$ cat src/rtl/aes_pkg.sv
// Shared AES types, FSM encoding and GF(2^8) helpers for the InvMixColumns engine.
package aes_pkg;

  localparam int unsigned AES_NB  = 4;
  localparam int unsigned COL_W   = 32;
  localparam int unsigned STATE_W = AES_NB * COL_W;

  typedef logic [STATE_W-1:0] state_t;
  typedef logic [COL_W-1:0]   col_t;
  typedef logic [1:0]         col_idx_t;

  typedef enum logic [1:0] {
    IDLE = 2'd0,
    RUN  = 2'd1,
    DONE = 2'd2
  } invmix_state_e;

  // Multiply by x in GF(2^8) modulo x^8+x^4+x^3+x+1.
  function automatic logic [7:0] xtime(input logic [7:0] b);
    return {b[6:0], 1'b0} ^ (b[7] ? 8'h1b : 8'h00);
  endfunction

  function automatic logic [7:0] gmul9(input logic [7:0] b);
    return xtime(xtime(xtime(b))) ^ b;
  endfunction

  function automatic logic [7:0] gmulb(input logic [7:0] b);
    return xtime(xtime(xtime(b))) ^ xtime(b) ^ b;
  endfunction

  function automatic logic [7:0] gmuld(input logic [7:0] b);
    return xtime(xtime(xtime(b))) ^ xtime(xtime(b)) ^ b;
  endfunction

  function automatic logic [7:0] gmule(input logic [7:0] b);
    return xtime(xtime(xtime(b))) ^ xtime(xtime(b)) ^ xtime(b);
  endfunction

endpackage

$ cat src/rtl/MixColumnHelper.sv
// Combinational inverse MixColumns of one 32-bit column (byte 0 = MSB).
module MixColumnHelper
  import aes_pkg::*;
(
  input  logic [31:0] col_in,
  output logic [31:0] col_out
);

  logic [7:0] a0, a1, a2, a3;

  assign a0 = col_in[31:24];
  assign a1 = col_in[23:16];
  assign a2 = col_in[15:8];
  assign a3 = col_in[7:0];

  // Circulant matrix {0e,0b,0d,09}, one row rotation per output byte.
  always_comb begin
    col_out[31:24] = gmule(a0) ^ gmulb(a1) ^ gmuld(a2) ^ gmul9(a3);
    col_out[23:16] = gmul9(a0) ^ gmule(a1) ^ gmulb(a2) ^ gmuld(a3);
    col_out[15:8]  = gmuld(a0) ^ gmul9(a1) ^ gmule(a2) ^ gmulb(a3);
    col_out[7:0]   = gmulb(a0) ^ gmuld(a1) ^ gmul9(a2) ^ gmule(a3);
  end

endmodule

$ cat src/rtl/inv_mix_columns_seq.sv
// Sequential InvMixColumns: one column per cycle through a shared helper.
// Optional feature macro INVMIX_BYPASS_EN adds in_bypass (copy state, latency 1).
module inv_mix_columns_seq
  import aes_pkg::*;
(
  input  logic         clk,
  input  logic         rst_n,
  input  logic         in_valid,
  output logic         in_ready,
  input  logic [127:0] in_state,
  output logic         out_valid,
  input  logic         out_ready,
  output logic [127:0] out_state
`ifdef INVMIX_BYPASS_EN
  ,
  input  logic         in_bypass
`endif
);

  localparam col_idx_t COL_LAST = col_idx_t'(AES_NB - 1);

  invmix_state_e state_q, state_d;
  col_idx_t      col_q, col_d;
  state_t        src_q, src_d;
  state_t        res_q, res_d;
  logic          out_valid_q;
  logic          accept;
  logic          bypass;
  col_t          helper_in;
  col_t          helper_out;

  // Ready whenever idle, or when the finished result leaves this cycle.
  assign in_ready  = (state_q == IDLE) || ((state_q == DONE) && out_ready);
  assign accept    = in_valid && in_ready;
  assign out_valid = out_valid_q;
  assign out_state = res_q;

`ifdef INVMIX_BYPASS_EN
  assign bypass = in_bypass;
`else
  assign bypass = 1'b0;
`endif

  // Select the source column addressed by the column counter.
  always_comb begin
    helper_in = src_q[127:96];
    case (col_q)
      2'd0: helper_in = src_q[127:96];
      2'd1: helper_in = src_q[95:64];
      2'd2: helper_in = src_q[63:32];
      2'd3: helper_in = src_q[31:0];
    endcase
  end

  MixColumnHelper u_helper (
    .col_in  (helper_in),
    .col_out (helper_out)
  );

  // Next-state, column sequencing and result-column writes.
  always_comb begin
    state_d = state_q;
    col_d   = col_q;
    src_d   = src_q;
    res_d   = res_q;
    case (state_q)
      IDLE, DONE: begin
        if (accept) begin
          src_d = in_state;
          col_d = 2'd0;
          if (bypass) begin
            res_d   = in_state;
            state_d = DONE;
          end else begin
            state_d = RUN;
          end
        end else if ((state_q == DONE) && out_ready) begin
          state_d = IDLE;
        end
      end
      RUN: begin
        case (col_q)
          2'd0: res_d[127:96] = helper_out;
          2'd1: res_d[95:64]  = helper_out;
          2'd2: res_d[63:32]  = helper_out;
          2'd3: res_d[31:0]   = helper_out;
        endcase
        col_d = col_q + 2'd1;
        if (col_q == COL_LAST) begin
          state_d = DONE;
        end
      end
      default: state_d = IDLE;
    endcase
  end

  // State, datapath and output registers.
  always_ff @(posedge clk or negedge rst_n) begin
    if (!rst_n) begin
      state_q     <= IDLE;
      col_q       <= 2'd0;
      src_q       <= '0;
      res_q       <= '0;
      out_valid_q <= 1'b0;
    end else begin
      state_q     <= state_d;
      col_q       <= col_d;
      src_q       <= src_d;
      res_q       <= res_d;
      out_valid_q <= (state_d == DONE);
    end
  end

endmodule
$ cat config.mk
export PLATFORM = sky130hd
export DESIGN_NAME = inv_mix_columns_seq
export DESIGN_NICKNAME = d
export VERILOG_FILES = /design/src/rtl/aes_pkg.sv /design/src/rtl/MixColumnHelper.sv /design/src/rtl/inv_mix_columns_seq.sv
export SDC_FILE = /design/constraint.sdc
export NUM_CORES = 1
export LEC_CHECK = 0
export CAP_MARGIN = 10
export CORE_MARGIN = 1.5
export CORE_UTILIZATION = 30
export CTS_BUF_LIST = sky130_fd_sc_hd__clkbuf_4
export CTS_CLUSTER_DIAMETER = 60
export DETAILED_ROUTE_END_ITERATION = 12
export PLACE_DENSITY = 0.58
export SETUP_SLACK_MARGIN = 0.15
export SYNTH_ARGS = -nofsm -noshare
export SYNTH_HDL_FRONTEND = slang
export SYNTH_SLANG_ARGS = --single-unit
$ cat constraint.sdc
create_clock -name clk -period 4.25 [get_ports clk]
set_input_delay 1.275 -clock clk [delete_from_list [all_inputs] [get_ports clk]]
set_output_delay 1.275 -clock clk [all_outputs]
set_load 0.05 [all_outputs]
==> impl_summary.md <==
Clock tree
CTS placed an instance of clkbuf_4 at the clock tree root. The hold-fix buffer count after cts is 0. After clock tree synthesis, the clock-pin slew on the worst setup and hold paths is 60 ps. The number of buffers inserted to repair setup after CTS is 0. The H-tree depth reported by CTS is 3. The TritonCTS buffer count is 74. The post-cts sizing count is 0. TritonCTS built the clock tree. The worst-case clock buffer depth is 3. The clock network latency to the later pin of the worst-skew pair is 730 ps. For this design, the sink count on the clock tree is about 260.

Timing
In the final timing run, aggregate negative setup slack is 0 ps. Setup slack closes at ~360 ps. Setup repair after global routing left no endpoint under its margin. The maximum clock skew at final layout is 45.4 ps. The slew at the pin with the worst max-slew slack is 1150 ps. Setup violations remaining at the end of the flow were counted as 0. The highest attainable clock frequency is 0.257 GHz. The final critical path takes up 91.6% of the cycle. The max-slew violation count is 0. The number of hold violations in the final report is 0.

The shortest period the worst path allows is 3890 ps. The worst pin sits at a relative slew slack of a little under a quarter.

Synthesis
Measured against the total synthesized area, the mux share comes to 0.401%. The count of distinct cell types in the synthesized netlist is 36. The main combinational cell family by area after synthesis is XOR/XNOR gates.

The synthesized design contains ~260 register bits. The part of the Yosys area used for sequential elements is about half. The number of nets in the synthesized netlist is 1648.

A synthesized cell averages 8.88 µm². The XOR/XNOR share of the synthesized area is approximately a fifth. Of the total synthesized cell area, the portion taken by full adders, half adders and majority gates is 0.466%.

The total standard cell area after synthesis is ~0.013 mm². The post-synthesis simple-gate area fraction is 16.9%. Yosys printed 0 warnings. The instance count of the mapped netlist is 1511.

The synthesized netlist devotes 10.7% of its cell area to compound gates.

Setup path
The critical path data required time is roughly 4800 ps. The critical path class is reg -> reg. The cell at the slowest stage of the critical path is a222oi_1. Among the stages of the critical path, the cell type that occurs most often is xnor2_1.

In this run the worst setup path begins at col_q[0]$_DFFE_PN0P_. The worst flop-to-flop path startpoint is col_q[0]$_DFFE_PN0P_. In this run the worst path has a maximum fanout of 34. Walking the worst path, the cells encountered are inv_1 -> ha_1 -> buf_12 -> a222oi_1 -> xnor2_1 -> a21oi_1 -> xnor2_1 -> xor2_1 -> xnor3_1 -> xnor2_1 -> buf_4 -> o21ai_0. The element type at the critical path end is a flop.

The kind of cell with the highest combined delay along the critical path is XOR/XNOR gates. For this run, the slowest stage of the critical path takes ~710 ps. The startpoint class of the critical path is a flop. Data on the critical path arrives at its endpoint at 4440 ps. The total buffers and inverters traversed by the critical path is 3.

Routing
The number of iterations in the first detailed-routing pass is 6. The number of remaining DRC errors is 0. The number of vias after detailed routing is ~11000. In this run the remaining antenna-violating nets after routing total 0. The routed wire length is 44500 µm. Dividing the detail-routed via count by the number of cells gives 4.60. The post-detailed-route wirelength per cell is 18.2 µm. The number of violations reported at the end of detailed-routing iteration 0 is 940.

Placement
The congestion estimate from routability-driven global placement came to 0.927. Input and output buffers added on the ports amount to between 200 and 300. The worst setup slack before clock tree synthesis is 454 ps. The HPWL after detailed placement is around 34000 µm.

GRT
The remaining global-route overflow is 0. The first global-routing pass estimated approximately 68000 µm of wire. The global-route usage over all layers is 19.4%.

The via count of the first global-routing pass was between 10000 and 15000. The initial antenna violation count was 1. Entering global routing, the biggest net connects roughly 110 pins.

Floorplan
The floorplan step set the die width to 214 µm. The top-level I/O count is 262. The initialized floorplan defines 77 standard-cell rows. Measured along the y axis, the die boundary spans around 210 µm. The core footprint is 0.0441 mm².

The die covers 0.0460 mm². For this configuration, the core starts out at a cell density of between 30% and 40%.

Finish
The final-stage net count is 1942. In the final layout, the share of cells above drive strength 1 is 11.2%. The top cell types in the final layout, fill and taps aside, are nand2_1, dfrtp_1, clkdlybuf4s50_1. The most common library cell in the layout ignoring fill and taps is nand2_1. From synthesis to final layout, the design area changed by 33.1%.

Run
The tool flagged a number of max-cap violations equal to 0.

Run status
The run finished with clean final reports.

Hold path
The path class of the tightest hold or removal check is reg -> reg. The beginning of the worst hold path is src_q[53]$_DFFE_PN0P_.
[kinds of logic (layout without fill, tap and decap cells)]
group,Yosys count,count (layout)
compound gates,243,243
buf+inv,116,459
flops,261,261
simple gates,598,598
other cells,0,1
fa+ha+maj,5,5
xor+xnor,283,283
mux,5,5
[synthesized netlist by cell type]
| master | instances | area share [%] |
|---|---|---|
| nand2_1 | 546 | 15 |
| dfrtp_1 | 261 | 49 |
| xnor2_1 | 193 | 13 |
| o21ai_0 | 149 | 5.6 |
| clkbuf_1 | 91 | 2.5 |
| xor2_1 | 82 | 5.4 |
| nor2_1 | 40 | 1.1 |
| a21oi_1 | 39 | 1.5 |
| a222oi_1 | 31 | 2.3 |
| o21ai_1 | 13 | 0.49 |
| buf_2 | 9 | 0.34 |
| buf_6 | 5 | 0.42 |
| ha_1 | 5 | 0.47 |
| inv_1 | 5 | 0.14 |
| buf_1 | 4 | 0.11 |
| mux2i_1 | 4 | 0.30 |
| nor2b_1 | 4 | 0.19 |
| xnor2_2 | 4 | 0.49 |
| xnor3_1 | 4 | 0.67 |
| o21ai_4 | 3 | 0.36 |
| buf_4 | 2 | 0.11 |
| nand2b_1 | 2 | 0.093 |
| nand3_1 | 2 | 0.075 |
| a21boi_0 | 1 | 0.056 |
| a21o_1 | 1 | 0.056 |
| a22o_1 | 1 | 0.065 |
| a22oi_1 | 1 | 0.056 |
| a2bb2oi_2 | 1 | 0.11 |
| and2_1 | 1 | 0.047 |
| mux2i_2 | 1 | 0.10 |
| nand3b_1 | 1 | 0.056 |
| nor3_1 | 1 | 0.037 |
| o21a_1 | 1 | 0.056 |
| o31ai_1 | 1 | 0.056 |
| o31ai_2 | 1 | 0.093 |
| or3_1 | 1 | 0.047 |
[routing by layer]
metal / track usage [%] / vias to the layer above / wire, µm
li1: - / 5478 / -
met1: 25.9 / 5299 / 20100
met4: 6.34 / 0 / 942
met5: 0 / - / 0
met2: 30.7 / 426 / 20100
met3: 4.95 / 53 / 3360
[final cells by class]
class                      count  area, µm²
timing repair buffer         329       3240
clock buffer                 115        863
multi-input combinational   1134       6410
clock inverter                10       45.0
fill                        4537      26300
tap                          592        741
inverter                       5       18.8
sequential                   261       6530
antenna                        1       2.50
[path summary, 6_finish.rpt]
path	end	slack, ps	cells after the start
min in group asynchronous	out_state[31]$_DFFE_PN0P_	660	1
setup / recovery	out_state[124]$_DFFE_PN0P_	360	12
setup reg to reg	out_state[124]$_DFFE_PN0P_	360	12
hold / removal	src_q[53]$_DFFE_PN0P_	470	2
max in group asynchronous	src_q[98]$_DFFE_PN0P_	2720	2
hold reg to reg	src_q[53]$_DFFE_PN0P_	470	2
[flip-flops by register name (all words and copies together), names as in the netlist]
signal and cells:
state_q 2, src_q 128, out_state 128, col_q 2
out_valid 1
[stage by stage]
stage | cells | utilization, % | hold slack, ps | instance area (µm²)
3_5_place_dp | 2321 | 38.4 | 462 | 16900
4_1_cts | 2446 | 40.5 | 477 | 17900
3_3_place_gp | 2321 | 38.4 | 457 | 16900
2_1_floorplan | 1511 | - | 445 | 13400
6_report | 2447 | 40.5 | 473 | 17900
5_1_grt | 2447 | 40.5 | 488 | 17900
[worst register-to-register path, stage by stage (launching register included)]
cell      delay [ps]
dfrtp_1          410
inv_1            110
ha_1             240
buf_12           180
a222oi_1         730
xnor2_1          170
a21oi_1          440
xnor2_1          230
xor2_1           290
xnor3_1          380
xnor2_1          280
buf_4            200
o21ai_0           80
Power is left out: the tool's default activity adds up to more than one toggle a clock period on the data nets, which glitch-free logic cannot reach.
